===== src/rtl/demux_pipe_pkg.sv =====
// Shared parameters for the demux pipe: payload width, per-output buffer
// depth, occupancy counter width and the select encoding.
package demux_pipe_pkg;

    localparam int DEMUX_BIT_WIDTH_DEF = 8;
    localparam int SLOT_DEPTH_DEF      = 2;
    localparam int OCC_W               = 2;

    typedef enum logic {
        SEL_OUT0 = 1'b0,
        SEL_OUT1 = 1'b1
    } demux_sel_e;

endpackage


===== src/rtl/demux_slot.sv =====
// Two-entry valid/ready buffer with write pointer, read pointer and
// occupancy counter. Output comes straight from registers, so a beat
// pushed at one edge is visible right after it and nothing combinational
// runs from push to output.
module demux_slot
    import demux_pipe_pkg::*;
#(
    parameter int W     = DEMUX_BIT_WIDTH_DEF,
    parameter int DEPTH = SLOT_DEPTH_DEF
) (
    input  logic         clk,
    input  logic         rst_n,
    input  logic         push_i,
    input  logic [W-1:0] push_data_i,
    output logic         full_o,
    output logic         valid_o,
    input  logic         ready_i,
    output logic [W-1:0] data_o
);

    localparam int PTR_W = $clog2(DEPTH);

    logic [W-1:0]     mem_q [DEPTH];
    logic [PTR_W-1:0] wptr_q, wptr_d;
    logic [PTR_W-1:0] rptr_q, rptr_d;
    logic [OCC_W-1:0] occ_q, occ_d;
    logic             pop;

    // Outputs are forced to their idle values while reset is held so the
    // consumer never sees stale state before the first reset edge.
    assign valid_o = rst_n && (occ_q != '0);
    assign data_o  = rst_n ? mem_q[rptr_q] : '0;
    assign full_o  = rst_n && (occ_q == OCC_W'(DEPTH));
    assign pop     = valid_o && ready_i;

    // Next-state for pointers and occupancy; push+pop leaves occupancy alone.
    always_comb begin
        wptr_d = wptr_q;
        rptr_d = rptr_q;
        occ_d  = occ_q;
        if (push_i) wptr_d = wptr_q + 1'b1;
        if (pop)    rptr_d = rptr_q + 1'b1;
        case ({push_i, pop})
            2'b10:   occ_d = occ_q + 1'b1;
            2'b01:   occ_d = occ_q - 1'b1;
            default: occ_d = occ_q;
        endcase
    end

    // State registers; reset drops all buffered beats.
    always_ff @(posedge clk) begin
        if (!rst_n) begin
            wptr_q <= '0;
            rptr_q <= '0;
            occ_q  <= '0;
            for (int i = 0; i < DEPTH; i++) mem_q[i] <= '0;
        end else begin
            wptr_q <= wptr_d;
            rptr_q <= rptr_d;
            occ_q  <= occ_d;
            if (push_i) mem_q[wptr_q] <= push_data_i;
        end
    end

endmodule


===== src/rtl/demux_pipe.sv =====
// One-in, two-out demultiplexer with a 2-entry buffer per output. The top
// only steers the beat by in_sel and muxes in_ready from the selected
// buffer's full flag, so a full out1 never stalls beats headed to out0.
module demux_pipe
    import demux_pipe_pkg::*;
#(
    parameter int DEMUX_BIT_WIDTH = DEMUX_BIT_WIDTH_DEF,
    parameter int SLOT_DEPTH      = SLOT_DEPTH_DEF
) (
    input  logic                       clk,
    input  logic                       rst_n,
    input  logic                       in_valid,
    output logic                       in_ready,
    input  logic                       in_sel,
    input  logic [DEMUX_BIT_WIDTH-1:0] in_data,
    output logic                       out0_valid,
    input  logic                       out0_ready,
    output logic [DEMUX_BIT_WIDTH-1:0] out0_data,
    output logic                       out1_valid,
    input  logic                       out1_ready,
    output logic [DEMUX_BIT_WIDTH-1:0] out1_data
);

    logic full0, full1;
    logic accept, push0, push1;

    // in_ready depends only on registered occupancy, never on outX_ready,
    // so a slot that pops this edge still reports full until next cycle.
    assign in_ready = (in_sel == SEL_OUT1) ? !full1 : !full0;
    // in_valid low forces both pushes low even if in_sel/in_data are X.
    assign accept   = in_valid && in_ready;
    assign push0    = accept && (in_sel == SEL_OUT0);
    assign push1    = accept && (in_sel == SEL_OUT1);

    demux_slot #(.W(DEMUX_BIT_WIDTH), .DEPTH(SLOT_DEPTH)) u_slot0 (
        .clk         (clk),
        .rst_n       (rst_n),
        .push_i      (push0),
        .push_data_i (in_data),
        .full_o      (full0),
        .valid_o     (out0_valid),
        .ready_i     (out0_ready),
        .data_o      (out0_data)
    );

    demux_slot #(.W(DEMUX_BIT_WIDTH), .DEPTH(SLOT_DEPTH)) u_slot1 (
        .clk         (clk),
        .rst_n       (rst_n),
        .push_i      (push1),
        .push_data_i (in_data),
        .full_o      (full1),
        .valid_o     (out1_valid),
        .ready_i     (out1_ready),
        .data_o      (out1_data)
    );

endmodule


===== config.mk =====
export PLATFORM = sky130hd
export DESIGN_NAME = demux_pipe
export DESIGN_NICKNAME = d
export VERILOG_FILES = /design/src/rtl/demux_pipe_pkg.sv /design/src/rtl/demux_slot.sv /design/src/rtl/demux_pipe.sv
export SDC_FILE = /design/constraint.sdc
export NUM_CORES = 1
export LEC_CHECK = 0
export CAP_MARGIN = 20
export CORE_ASPECT_RATIO = 0.8
export CORE_MARGIN = 3
export CORE_UTILIZATION = 55
export DETAILED_ROUTE_END_ITERATION = 7
export PLACE_DENSITY = 0.82
export SKIP_CTS_REPAIR_TIMING = 1
export SYNTH_ARGS = -nofsm -noshare
export SYNTH_HDL_FRONTEND = slang
export SYNTH_HIERARCHICAL = 1
export SYNTH_SLANG_ARGS = --single-unit

===== constraint.sdc =====
create_clock -name clk -period 3.3 [get_ports clk]
set_clock_uncertainty 0.15 [all_clocks]
set_input_delay 0.99 -clock clk [delete_from_list [all_inputs] [get_ports clk]]
set_output_delay 0.99 -clock clk [all_outputs]
set_load 0.05 [all_outputs]

# Word-level counts from Yosys, hierarchy flattened
# Memory sizes are Yosys's and may differ from the RTL's. A register that Yosys moved wholly into a read port is not among the register bits.
# Index checks and enable logic that the tools add are counted.
# op_classes
n_reduce_logical	17
eq_ne	6
n_mux	22
bitwise	1
addsub	8
# op_table
operator	count
$mux 8	4
$mux 1	16
$reduce_or 8->1	2
$logic_and 1x1->1	9
$eq 2x2->1 const B	4
$pmux 2 s2	2
$reduce_bool 2->1	4
$add 1x1->1 const B	4
$add 2x1->2 const B	2
$eq 2x1->1 const B	2
$sub 2x1->2 const B	2
$logic_not 1->1	2
$not 1->1	1
# word_totals
word_cells	62
in_bits	14
out_inout_bits	19
memories	2
register_bits	8
ram_bits	32
# memory_table
memory	words	word_bits	rd	rd_ports_with_merged_regs	wr	line_no	rtl
u_slot0.mem_q	2	8	1	1	2	demux_slot.sv:23	logic [W-1:0] mem_q [DEPTH];
u_slot1.mem_q	2	8	1	1	2	demux_slot.sv:23	

# Depth between registers and ports, before layout
# logic_depth
word_depth	11
ltp_mapped	8
depth_no_buf	8

# Cells and area by module
# The synthesis kept the hierarchy.
# modules_own_cells
module	seq_area_each_um2	area_per_inst_um2	cells_each	n_inst
demux_slot	580.6	952.2	87	2
demux_pipe	0.0	26.3	3	1

# Least setup slack after synthesis
# No wires, ideal clock.
# synth_path
kind	input -> output
startpoint	input rst_n
endpoint	output out0_data[0]
n_path_buf	1
path_slack_ps	246
path_stages	2
required_ps	2160
arrival_ps	1914
path_cell_list	clkbuf_1 -> nor2b_1
# synth_via
elab_chain_len	1
# synth_rtl
element	line_no	rtl
start: declaration	demux_pipe.sv:11	input logic rst_n,
$mux 8	demux_slot.sv:32	assign data_o = rst_n ? mem_q[rptr_q] : '0;
end: declaration	demux_pipe.sv:18	output logic [DEMUX_BIT_WIDTH-1:0] out0_data,
# Every way passes these cells.

# Worst setup path in the final report
# layout_path
startpoint	input in_sel
endpoint	output in_ready
# layout_via
elab_chain_len	1
# layout_rtl
element	line_no	rtl
start: declaration	demux_pipe.sv:14	input logic in_sel,
$mux 1	demux_pipe.sv:29	assign in_ready = (in_sel == SEL_OUT1) ? !full1 : !full0;
end: declaration	demux_pipe.sv:13	output logic in_ready,
# Every way passes these cells.

==> run_results.csv <==
group,metric,value,unit
status,outcome,"complete, no violations",
setup_path,reg2reg_to,"u_slot1/occ_q[1]",
floorplanning,fp.dieArea,4261,sq um
worst_hold_path,holdPathEnd,"u_slot0/wptr_q",
sta,finalWorstSetupSlack,157.8,ps
routing,drtIter0Drc,67,
grt,grt_start_max_net_pins,24,
floorplanning,dieWidth,72.24,um
synthesis,synth_area,1931,sq um
sta,relSlewSlack,0.6778,
floorplanning,start_util,0.5995,
sta,max_freq,318.2,MHz
layout,multi_input_area,734.5,sq um
grt,grt_first_pass_wirelength,6.306,mm
routing,viasPerCell,5.402,
floorplanning,rows,18,
sta,hold_ws,355.4,ps
job,drv_cap,0,
setup_path,cp-end-kind,"output port",
power,pwr-share-seq,0.511,
sta,worstMarginPinSlew,482.7,ps
clocking,cts_root_buf,"clkbuf_8",
synthesis,syn_area_per_cell,10.91,sq um
setup_path,crit_fanout,3,
setup_path,reg2reg_slack,1210,ps
clocking,htreeDepth,2,
synthesis,ys_warn_count,6,
synthesis,ys_seq_elements,42,
grt,grt-ovfl-total,0,
grt,grt_pass1_vias,1364,
grt,grt_usage,0.1985,
clocking,clock_latency,280,ps
clocking,cts_tree,"done",
place,place_hpwl,2.952,mm
synthesis,synthCells,177,
routing,wl,3.897,mm
power,p_leak,0.0009991,uW
routing,dr.pass1.iters,4,
setup_path,critPathLaunchType,"primary input",
power,power_per_cell_area,474.3,nW/um^2
power,p_int,903.7,uW
setup_path,worst_ep_arrival_time,2000,ps
routing,wl_per_cell,15.05,um
worst_hold_path,holdCritPathClass,"reg -> reg",
layout,fillers,176,
place,numPortBuffers,32,
synthesis,ys_types,19,
routing,final_antenna_net_count,0,
floorplanning,die_h,58.99,um
layout,drive_gt1_frac,0.1689,
synthesis,seq_area_frac_synth,0.6014,
layout,seqCellArea,1161,sq um
clocking,clk_pin_slew_worst_paths,70,ps
setup_path,r2r-start,"u_slot1/occ_q[1]",
floorplanning,core-area,3221,sq um
sta,finalMaxSlewViolations,0,
power,switchingPower,347.9,uW
worst_hold_path,holdCritStartpoint,"u_slot0/wptr_q",
sta,post-route-min-period,3142,ps
sta,period_share,0.9522,
setup_path,critPathKind,"in -> out",
routing,drc,0,
power,ir_drop,407.7,uV
floorplanning,pin_count,33,
sta,fin_tns_setup,0,ps
power,pwr-share-comb,0.245,
setup_path,worstPathRequired,2160,ps
layout,antennaDiodeCount,0,
sta,setup_violations,0,
place,pre_cts_ws,-9.401,ps
routing,via_count,1399,
worst_hold_path,hold_path_depth,2,
synthesis,syn_nets,193,
power,p_sw_frac,0.2780,
layout,synthToLayoutAreaGrowth,36.68,%
sta,rsz0062_at_grt,"false",
power,clkPwrFrac,0.243,
place,place_congestion,0.8632,
clocking,clock_sinks,42,
clocking,cts.path.max_buffers,2,
sta,hold_viol_final,0,
layout,nets,234,
clocking,cts_made_buffers,5,
setup_path,rr_worst_depth,7,
grt,grt_antenna_before_repair,0,
power,p_total,1252,uW
[worst max-delay path by stage]
stage,to,from,cells past startpoint,slack (ps)
6_report,in_ready,in_sel,3,160
5_1_grt,in_ready,in_sel,3,140
4_1_cts,out0_data[2],rst_n,4,-20
3_5_place_dp,in_ready,rst_n,6,-9
3_3_place_gp,out0_data[2],rst_n,4,30
2_1_floorplan,out0_data[0],rst_n,2,250
[cell families (layout without fill, tap and decap cells)]
logic type                 count (synthesis)  in the layout  synth area share
muxes                                     17             17           0.08814
and+or+nand+nor                           92             92            0.2236
buffers and inverters                     10             52           0.02074
xor gates and xnor gates                   6              6           0.02722
adders and majority gates                  2              2           0.01296
DFF                                       42             42            0.6014
AOI/OAI and AO/OA                          8              8           0.02592
[metal layers]
layer	GRT usage	routed length [um]	vias up
li1	-	-	680
met5	0	0	-
met4	0.05362	38	0
met1	0.2268	1494	662
met3	0.05254	239	5
met2	0.3684	2124	52
[metrics by stage]
stage	utilization	std cells	area, sq um
2_1_floorplan	-	177	1931
5_1_grt	0.8193	259	2639
3_5_place_dp	0.7844	250	2526
3_3_place_gp	0.7844	250	2526
4_1_cts	0.8096	258	2608
6_report	0.8193	259	2639
[cell usage in the layout, fill, tap and decap left out]
master / count
clkinv_1: 1
o21ai_0: 4
buf_6: 1
nor2_1: 36
buf_4: 9
clkdlybuf4s50_1: 12
o21a_1: 2
mux2i_1: 17
nor2b_1: 14
nor3b_1: 1
clkinv_2: 1
and2_1: 8
and3b_1: 1
bufbuf_16: 1
a21boi_0: 2
clkbuf_8: 5
xnor2_1: 6
nand2_1: 26
clkbuf_1: 1
nand2b_1: 2
buf_12: 18
inv_1: 2
nor2b_2: 2
edfxtp_1: 32
dfxtp_1: 10
or4b_1: 2
dlymetal6s2s_1: 1
ha_1: 2
[cells in the mapped netlist]
library cell,count,area [sq um]
a21boi_0,2,15.01
and2_1,8,50.05
and3b_1,1,8.760
buf_2,2,10.01
clkbuf_1,6,22.52
dfxtp_1,10,200.2
edfxtp_1,32,960.9
ha_1,2,25.02
inv_1,2,7.510
mux2i_1,17,170.2
nand2_1,26,97.59
nand2b_1,2,12.51
nor2_1,36,135.1
nor2b_1,16,100.1
nor3b_1,1,7.510
o21a_1,2,15.01
o21ai_0,4,20.02
or4b_1,2,20.02
xnor2_1,6,52.55
[critical path: stages]
cell and delay (ps):
clkdlybuf4s50_1 510, mux2i_1 200, bufbuf_16 300
[power by group through the flow]
| stage | sequential [uW] | clock (uW) | combinational [uW] |
|---|---|---|---|
| finish | 640 | 305 | 307 |
| global route | 644 | 338 | 325 |
| CTS | 640 | 307 | 305 |
| detailed placement | 652 | 0 | 303 |
| global placement | 648 | 0 | 295 |
| floorplan | 632 | 0 | 182 |
[flip-flops by register name, indices dropped and copies added (netlist names), named ones only]
| register | count |
|---|---|
| u_slot0/rptr_q | 1 |
| u_slot1/occ_q | 2 |
| u_slot0/mem_q | 16 |
| u_slot1/wptr_q | 1 |
| u_slot0/occ_q | 2 |
| u_slot1/rptr_q | 1 |
| u_slot1/mem_q | 16 |
| u_slot0/wptr_q | 1 |
[final cells by class]
class	instances	share of cell area
clock buffers	6	0.02750
clock inverters	2	0.003319
inverters	2	0.002845
multi-input cells	125	0.2783
flip-flops and latches	42	0.4400
well taps	40	0.01897
repair buffers	42	0.2290
Power figures use the tool's default switching activity.
